[config.mk]
export PLATFORM = sky130hd
export DESIGN_NAME = snes_input_arbiter
export DESIGN_NICKNAME = d
export VERILOG_FILES = /design/src/rtl/snes_input_arbiter.sv
export SDC_FILE = /design/constraint.sdc
export NUM_CORES = 1
export LEC_CHECK = 0
export ABC_AREA = 1
export ABC_CLOCK_PERIOD_IN_PS = 2150
export CAP_MARGIN = 40
export CORE_ASPECT_RATIO = 1.2
export CORE_MARGIN = 5
export CORE_UTILIZATION = 55
export DETAILED_ROUTE_END_ITERATION = 7
export DONT_BUFFER_PORTS = 1
export PLACE_DENSITY = 0.67
export SLEW_MARGIN = 20
export SYNTH_ARGS = -nofsm -noshare
export SYNTH_HDL_FRONTEND = slang
export SYNTH_SLANG_ARGS = --single-unit
[constraint.sdc]
create_clock -name clk -period 2.15 [get_ports clk]
set_input_delay 0.215 -clock clk [delete_from_list [all_inputs] [get_ports clk]]
set_output_delay 0.215 -clock clk [all_outputs]
set_load 0.02 [all_outputs]
[src/rtl/snes_input_arbiter.sv]
// rtl/snes_input_arbiter.sv - three-source controller arbiter driving a SNES serial pad line
module snes_input_arbiter #(
    parameter int HOLD_CYCLES   = 2080,
    parameter int FRAME_TIMEOUT = 4096
) (
    input  logic        clk,
    input  logic        reset,
    input  logic [15:0] button_data,
    input  logic [15:0] keyboard_data,
    input  logic [15:0] ir_data,
    input  logic        snes_latch,
    input  logic        snes_clk,
    output logic        serial_out,
    output logic [1:0]  owner,
    output logic        frame_done
);

    typedef enum logic [1:0] {S_IDLE, S_LOAD, S_SHIFT, S_DONE} state_t;

    localparam logic [1:0] OWN_IR   = 2'b00;
    localparam logic [1:0] OWN_KB   = 2'b01;
    localparam logic [1:0] OWN_BTN  = 2'b10;
    localparam logic [1:0] OWN_NONE = 2'b11;

    localparam int IW = $clog2(HOLD_CYCLES + 1);
    localparam int TW = $clog2(FRAME_TIMEOUT + 1);
    localparam logic [IW-1:0] HOLD_MAX = IW'(HOLD_CYCLES);
    localparam logic [TW-1:0] TO_LAST  = TW'(FRAME_TIMEOUT - 1);

    state_t          state_q, state_d;
    logic [2:0]      latch_sync_q, latch_sync_d;
    logic [2:0]      clk_sync_q, clk_sync_d;
    logic [1:0]      owner_q, owner_d;
    logic [IW-1:0]   idle_cnt_q, idle_cnt_d;
    logic [TW-1:0]   to_cnt_q, to_cnt_d;
    logic [15:0]     shift_q, shift_d;
    logic [4:0]      bit_cnt_q, bit_cnt_d;
    logic            serial_q, serial_d;
    logic            frame_done_q, frame_done_d;

    logic            latch_rise, latch_fall, sclk_rise;
    logic [15:0]     owned_word;
    logic [1:0]      best_src;
    logic [4:0]      bit_cnt_inc;

    // Bits [1:0] are the two-flop synchroniser; bit [2] is the previous synchronised value for edge detect
    always_comb begin
        latch_sync_d = {latch_sync_q[1:0], snes_latch};
        clk_sync_d   = {clk_sync_q[1:0], snes_clk};
    end

    assign latch_rise  =  latch_sync_q[1] & ~latch_sync_q[2];
    assign latch_fall  = ~latch_sync_q[1] &  latch_sync_q[2];
    assign sclk_rise   =  clk_sync_q[1]   & ~clk_sync_q[2];
    assign bit_cnt_inc = bit_cnt_q + 5'd1;

    // Word of the current owner and the highest-priority active source
    always_comb begin
        owned_word = 16'h0000;
        case (owner_q)
            OWN_IR:  owned_word = ir_data;
            OWN_KB:  owned_word = keyboard_data;
            OWN_BTN: owned_word = button_data;
            default: owned_word = 16'h0000;
        endcase
        best_src = OWN_NONE;
        if (button_data != 16'h0000)        best_src = OWN_BTN;
        else if (keyboard_data != 16'h0000) best_src = OWN_KB;
        else if (ir_data != 16'h0000)       best_src = OWN_IR;
    end

    // Ownership: idle counting always runs; owner only changes outside an active frame
    always_comb begin
        owner_d    = owner_q;
        idle_cnt_d = idle_cnt_q;
        if (owner_q == OWN_NONE) begin
            idle_cnt_d = '0;
        end else if (owned_word == 16'h0000) begin
            if (idle_cnt_q != HOLD_MAX) idle_cnt_d = idle_cnt_q + 1'b1;
        end else begin
            idle_cnt_d = '0;
        end
        if (state_q == S_IDLE || state_q == S_DONE) begin
            if (owner_q == OWN_NONE) begin
                owner_d = best_src;
            end else if (idle_cnt_q == HOLD_MAX) begin
                owner_d    = best_src;
                idle_cnt_d = '0;
            end
        end
    end

    // Frame FSM: latch edges load the shifter, console clock edges shift it out
    always_comb begin
        state_d      = state_q;
        shift_d      = shift_q;
        bit_cnt_d    = bit_cnt_q;
        to_cnt_d     = to_cnt_q;
        frame_done_d = 1'b0;
        if (latch_rise) begin
            state_d = S_LOAD;
        end else begin
            case (state_q)
                S_LOAD: begin
                    shift_d   = owned_word;
                    bit_cnt_d = 5'd0;
                    to_cnt_d  = '0;
                    if (latch_fall) state_d = S_SHIFT;
                end
                S_SHIFT: begin
                    if (sclk_rise) begin
                        shift_d   = {1'b0, shift_q[15:1]};
                        bit_cnt_d = bit_cnt_inc;
                        to_cnt_d  = '0;
                        if (bit_cnt_inc == 5'd16) begin
                            state_d      = S_DONE;
                            frame_done_d = 1'b1;
                        end
                    end else if (to_cnt_q == TO_LAST) begin
                        state_d = S_IDLE;
                    end else begin
                        to_cnt_d = to_cnt_q + 1'b1;
                    end
                end
                default: ;
            endcase
        end
        case (state_d)
            S_IDLE:  serial_d = 1'b1;
            S_DONE:  serial_d = 1'b0;
            default: serial_d = ~shift_d[0];
        endcase
    end

    // State register with asynchronous active-low reset
    always_ff @(posedge clk or negedge reset) begin
        if (!reset) begin
            state_q      <= S_IDLE;
            latch_sync_q <= 3'b000;
            clk_sync_q   <= 3'b000;
            owner_q      <= OWN_NONE;
            idle_cnt_q   <= '0;
            to_cnt_q     <= '0;
            shift_q      <= 16'h0000;
            bit_cnt_q    <= 5'd0;
            serial_q     <= 1'b1;
            frame_done_q <= 1'b0;
        end else begin
            state_q      <= state_d;
            latch_sync_q <= latch_sync_d;
            clk_sync_q   <= clk_sync_d;
            owner_q      <= owner_d;
            idle_cnt_q   <= idle_cnt_d;
            to_cnt_q     <= to_cnt_d;
            shift_q      <= shift_d;
            bit_cnt_q    <= bit_cnt_d;
            serial_q     <= serial_d;
            frame_done_q <= frame_done_d;
        end
    end

    assign serial_out = serial_q;
    assign owner      = owner_q;
    assign frame_done = frame_done_q;

endmodule

==> results.md, run 1 <==
* Most common cell in the synthesized netlist: nand2_1
* Cell area power density at 979 mW/mm2
* Clock latency on the worst-skew pair at 0.34 ns
* Final ANT Viol Nets at 0
* Vias in the first global route at 3304
* Clk pwr share at 30.2%
* Max_cap viols at 0
* Routed WL at 8470 um
* Worst setup margin at 0.172 ns
* DRC viols at 0
* Core Util, Final at 62.5%
* GRT Total Usage at 22.1%
* Area after DPL at 0.00367 mm2
* Area leader, netlist: dfrtp_1
* Post-synth top cells: 117 x nand2_1, 60 x inv_1, 55 x dfrtp_1
* Final critical-path share of the clock period at 92.0%
* DIE AREA at 0.00821 mm2
* Horiz. Die Dim at 83.5 um
* Final setup TNS at 0 ns
* Routability cong. at 0.889
* Syn-to-layout area delta at 11.5%
* Minimum clock period at 1.98 ns
* Yosys top cell area share at 38.6%
* IO buf count at 0
* Crit path largest cell delay at 0.40 ns
* Final nets at 543
* Post-synthesis sequential element count at 58
* First-pass GRT wire length at 14700 um
* Routed len/inst at 14.8 um
* Net Count, Synth at 530
* Critical path required time at 2.42 ns
* Slew headroom at 60.4%
* Fill cell count at 555
* Setup violations, final at 0
* Synth unique cells at 34
* Slowest-stage cell, CP: dfrtp_1
* Worst-margin pin slew at 0.593 ns
* Outcome: finished clean
* Worst Setup Start Kind: flop
* Largest fanout on the critical path at 4
* Diode count at 0
* Post-synth ARST share at 100%
* Sequential share of the synthesized area at 40.8%
* Row cnt at 32
* I/O pins at 56
* Dominant synthesized flop cell: dfrtp_1
* Internal power at 2.46 mW
* Number of synthesized flops with an enable pin at 0
* Crit end category: flop
* Initial Util at 56.1%
* TritonCTS Buffers at 9
* Gr ovfl total at 0
* Pin count of the biggest net entering global routing at 59
* DP Wirelength at 6330 um
* CP cell instances: ha_2 -> nand2_1 -> nor2_2 -> nand2_1 -> nor2_4 -> nand3_1 -> nand2_1 -> nand2_1 -> nand2_1 -> nand2_1 -> a21oi_1 -> ha_1 -> nor2_1 -> a21oi_1
* Top cells by area, synth: dfrtp_1 39%, nand2_1 12%, nand3_1 7.4%
* H-tree depth at 3
* Initial DRC Count at 129
* Clock skew at 0.0140 ns
* Placement Setup Slack at 0.149 ns
* Fmax at 505 MHz
* Seq pwr share at 34.9%
* Maximum VDD drop at 0.449 mV
* Synth Instances at 471
* Ys Warns at 0
* Root Driver: clkbuf_8
* CTS tree: done
* Initial antenna violation count at 0
* Clk sinks at 58
* Unrepaired setup endpoints after global routing: false
* CTS clk-pin slew, worst paths at 0.06 ns
* Placeable Area at 0.00637 mm2
* Via-per-instance ratio at 5.55
* WP data arrival at 2.25 ns
* Pins Over Slew Limit at 0
* Layout cell share with drive strength beyond 1 at 13.3%
* Most frequent CP cell: nand2_1
* Switch Pwr at 1.43 mW
* TritonRoute pass-1 iters at 5
* Mapped cell area at 0.00357 mm2
* Switching part of the total at 36.8%
* Via count at 3188
* Final Cell Area at 0.00398 mm2
* Fin. Hold Viols at 0
* Worst min-delay path class: in -> reg
* Combinational power share at 34.9%
* Clock buffer depth at 2
* Die height at 98.2 um
* CP Class: reg -> reg
* Leakage at 1.77 nW
* Synthesized area per cell at 7.58 um2
final cells by class:
cell class / instances / area, um2 / area share (%)
tap: 85 / 106 / 2.67
timing repair buffer: 13 / 125 / 3.15
inverter: 62 / 233 / 5.85
multi-input combinational: 340 / 1820 / 45.8
clock inverter: 4 / 72.6 / 1.82
clock buffer: 12 / 165 / 4.15
sequential: 58 / 1460 / 36.6
power by group through the flow:
stage | clock [mW] | combinational [mW] | sequential [mW]
after floorplan | 0 | 1.00 | 1.36
after global placement | 0 | 1.28 | 1.37
after detailed placement | 0 | 1.30 | 1.38
after CTS | 1.21 | 1.34 | 1.36
after global routing | 1.27 | 1.53 | 1.38
final | 1.18 | 1.36 | 1.36
worst paths after layout:
path	start	cells after the start	slack, ns	end
worst min-delay path	button_data[5]	5	0.15	owner[0]
min in group asynchronous	reset	2	0.41	to_cnt_q[9]
worst max-delay path	to_cnt_q[0]	14	0.17	serial_out
max in group asynchronous	reset	2	1.44	owner[1]
worst max register to register	to_cnt_q[0]	14	0.17	serial_out
worst min register to register	latch_sync_q[0]	0	0.35	latch_sync_q[1]
layout by cell type, fill, tap and decap left out, types with 2 or more instances in the layout:
master           n
a21oi_1          6
buf_4            9
bufinv_16        2
clkbuf_8        12
dfrtp_1         55
dfstp_2          3
dlygate4sd3_1    3
ha_1             6
inv_1           60
inv_2            2
nand2_1        117
nand2_2          2
nand3_1         53
nand3_2          4
nand3b_1         2
nand4_1          8
nor2_1          42
nor2_2          14
nor2_4           4
nor3_1           9
nor4_1           9
o211ai_1        11
o21ai_0         15
o21ai_2          3
o221ai_1        11
o31ai_1          2
or2_2            3
xor2_1          11
per-layer routing:
layer	up-vias	GRT usage, %	share of wire, %
met3	30	6.16	6.3
met1	1473	24.2	39
li1	1573	-	-
met2	112	39.4	51
met5	-	0	0
met4	0	10.8	3.1
through the flow:
stage	hold WS, ns	std cells	power, mW
after floorplan	-0.0806	471	2.36
after global placement	-0.0786	553	2.65
after detailed placement	-0.0787	553	2.68
after CTS	0.115	573	3.91
after global routing	0.142	574	4.17
final	0.148	574	3.89
worst max-delay path, delay by kind of cell, from the launching register on:
family | cells | cell delay [ns]
DFF | 1 | 0.40
adders and majority gates | 2 | 0.48
and+or+nand+nor | 10 | 0.86
AOI/OAI and AO/OA | 2 | 0.18
flip-flops by register name (all words and copies together), names as in the netlist:
register      flops
owner             2
idle_cnt_q       12
frame_done        1
latch_sync_q      3
clk_sync_q        3
state_q           2
to_cnt_q         13
serial_out        1
shift_q          16
bit_cnt_q         5
logic make-up after synthesis:
family                   synth area share (%)
AO/OA/AOI/OAI                            10.4
XOR/XNOR                                 2.95
adder cells (fa/ha/maj)                  2.45
buffers and inverters                    8.42
flip-flops                               40.8
AND/OR/NAND/NOR                          35.0
repair_timing:
item | in CTS | in global routing
endpoints found under the setup margin | 0 | 2
setup buffers | 0 | 1
hold buffers | 4 | 0
gates resized for setup | 0 | 2
hold endpoints to repair | 60 | 0
Note: power is estimated with default switching activity, not from simulation.
==> run 2: changes to the inputs <==
==> constraint.sdc (replaced) <==
create_clock -name clk -period 2.15 [get_ports clk]
set_input_delay 0.5375 -clock clk [delete_from_list [all_inputs] [get_ports clk]]
set_output_delay 0.5375 -clock clk [all_outputs]
set_load 0.02 [all_outputs]
==> run 2 against run 1 <==
  * Sequential power about the same
  * First-iteration DRC count decreased by 2.3%
  * Routed wire length increased by 0.54%
  * Critical path depth unchanged
  * Flip-flop and latch count unchanged
  * Maximum frequency about the same
  * Clock power about the same
  * Worst setup slack got worse by 0.00082 ns
  * Final cell count decreased by 0.52%
  * Combinational power about the same
  * Sequential share of layout area increased by 0.28 points
  * Hold slack got worse by 0.11 ns
==> results.md, run 2 (synthesis gave the netlist of run 1 again) <==
* Routability cong. at 0.889 (unchanged)
* DRC viols at 0 (unchanged)
* Final ANT Viol Nets at 0 (unchanged)
* Worst-margin pin slew at 0.589 ns (-0.00449 ns)
* CP cell instances: ha_2 -> nand2_1 -> nor2_2 -> nand2_1 -> nor2_4 -> nand3_1 -> nand2_1 -> nand2_1 -> nand2_1 -> nand2_1 -> a21oi_1 -> ha_1 -> nor2_1 -> a21oi_1
* Initial DRC Count at 126 (-2.3%)
* Outcome: finished clean
* Syn-to-layout area delta at 10.6%
* Via count at 3197 (+0.28%)
* H-tree depth at 3 (unchanged)
* Crit end category: flop
* Final critical-path share of the clock period at 92.1% (about the same)
* Most common cell after layout, fill and taps aside: nand2_1
* Pin count of the biggest net entering global routing at 56 (-5.1%)
* Crit path largest cell delay at 0.40 ns (about the same)
* Via-per-instance ratio at 5.60 (+0.81%)
* Die height at 98.2 um (unchanged)
* Maximum VDD drop at 0.446 mV (-0.70%)
* Cell area power density at 984 mW/mm2 (+0.51%)
* Worst min-delay path class: in -> async
* Critical path required time at 2.42 ns (about the same)
* Worst Setup Start Kind: flop
* Clk sinks at 58 (unchanged)
* CTS tree: done
* Minimum clock period at 1.98 ns (+0.000821 ns)
* Slew headroom at 60.7% (+0.30 points)
* Fin. Hold Viols at 0 (unchanged)
* Routed len/inst at 14.9 um (+1.1%)
* Horiz. Die Dim at 83.5 um (unchanged)
* Delay-heaviest family, CP: simple AND/OR/NAND/NOR gates
* Leakage at 1.76 nW (-0.71%)
* Fmax at 505 MHz (about the same)
* Placeable Area at 0.00637 mm2 (unchanged)
* Clock latency on the worst-skew pair at 0.34 ns (about the same)
* Layout cell share with drive strength beyond 1 at 13.4% (+0.082 points)
* I/O pins at 56 (unchanged)
* Biggest register: shift_q
* Max reg flops at 16 (unchanged)
* Final Cell Area at 0.00395 mm2 (-0.75%)
* GRT Total Usage at 22.3% (+0.17 points)
* Final nets at 540 (-0.55%)
* TritonCTS Buffers at 9 (unchanged)
* Gr ovfl total at 0 (unchanged)
* Max_cap viols at 0 (unchanged)
* DIE AREA at 0.00821 mm2 (unchanged)
* CP Class: reg -> reg
* Diode count at 0 (unchanged)
* Unrepaired setup endpoints after global routing: false
* Row cnt at 32 (unchanged)
* IO buf count at 0 (unchanged)
* TritonRoute pass-1 iters at 4 (-1)
* Root Driver: clkbuf_8
* First-pass GRT wire length at 14800 um (+0.52%)
* Final Power at 3.88 mW (-0.25%)
* Pins Over Slew Limit at 0 (unchanged)
* Final setup TNS at 0 ns (unchanged)
* CTS clk-pin slew, worst paths at 0.07 ns (about the same)
* Slowest-stage cell, CP: dfrtp_1
* Biggest regs: shift_q x16, to_cnt_q x13, idle_cnt_q x12
* Bufs and invs on worst path at 0 (unchanged)
* DP Wirelength at 6330 um (unchanged)
* Most frequent cells in the layout: 117 x nand2_1, 60 x inv_1, 55 x dfrtp_1, 53 x nand3_1, 42 x nor2_1
* Largest fanout on the critical path at 4 (unchanged)
* Clock skew at 0.0143 ns (+0.000336 ns)
* Routed WL at 8520 um (+0.54%)
* Clock buffer depth at 2 (unchanged)
* WP data arrival at 2.25 ns (about the same)
* Initial Util at 56.1% (unchanged)
* Most frequent CP cell: nand2_1
* Setup violations, final at 0 (unchanged)
* Vias in the first global route at 3294 (-0.30%)
* Area after DPL at 0.00367 mm2 (unchanged)
* Initial antenna violation count at 0 (unchanged)
* Core Util, Final at 62.0% (-0.47 points)
run 2: changes by cell type in the layout (fill, tap and decap cells not counted), sizes merged:
cell | previous run | this run
dlygate4sd3 | 3 | 0
run 2: worst paths after layout:
| check | start | endpoint | slack [ns] | depth (start not counted) |
|---|---|---|---|---|
| hold / removal | reset | to_cnt_q[9] | 0.04 | 1 |
| setup / recovery | to_cnt_q[0] | serial_out | 0.17 | 14 |
| setup reg to reg | to_cnt_q[0] | serial_out | 0.17 | 14 |
| min in group clk | snes_clk | clk_sync_q[0] | 0.22 | 0 |
| hold reg to reg | latch_sync_q[0] | latch_sync_q[1] | 0.35 | 0 |
| max in group asynchronous | reset | idle_cnt_q[10] | 1.85 | 1 |
run 2: layout make-up:
type                            count  area [um2]
Tap cell                           85         106
Inverter                           62         233
Sequential cell                    58        1460
Fill cell                         555        2420
Clock inverter                      4        72.6
Clock buffer                       12         165
Multi-Input combinational cell    340        1820
Timing Repair Buffer               10        95.1
run 2: per-layer routing:
metal | wire [um] | GRT usage (%) | share of wire (%) | up-vias
met3 | 546 | 6.08 | 6.4 | 27
li1 | - | - | - | 1568
met1 | 3340 | 24.6 | 39 | 1492
met5 | 0 | 0 | 0 | -
met4 | 256 | 10.3 | 3.0 | 0
met2 | 4380 | 39.8 | 51 | 110
run 2: per-stage QoR:
step	worst slack (ns)	cells	hold WS (ns)
after global placement	0.208	553	0.244
after detailed placement	0.149	553	0.244
after global routing	0.00256	571	0.00762
after floorplan	0.300	471	0.242
final	0.171	571	0.0361
after CTS	0.144	570	0.0150
run 2: what timing repair did:
item | CTS | global route
endpoints found under the hold margin | 55 | 0
resized for setup | 0 | 2
buffers inserted | 0 | 1
endpoints found under the setup margin | 0 | 2
hold buffers | 1 | 0
run 2: report_power, final:
group          leakage (nW)  internal, mW  switching, mW
sequential            0.769          1.26         0.0951
clock                 0.119         0.745          0.433
combinational         0.871         0.448          0.897
run 2: worst register-to-register path, cell delays in order (launching register included):
cell and delay (ns):
dfrtp_1 0.40, ha_2 0.23, nand2_1 0.07, nor2_2 0.12
nand2_1 0.13, nor2_4 0.12, nand3_1 0.09, nand2_1 0.07
nand2_1 0.05, nand2_1 0.05, nand2_1 0.06, a21oi_1 0.13
ha_1 0.25, nor2_1 0.10, a21oi_1 0.05
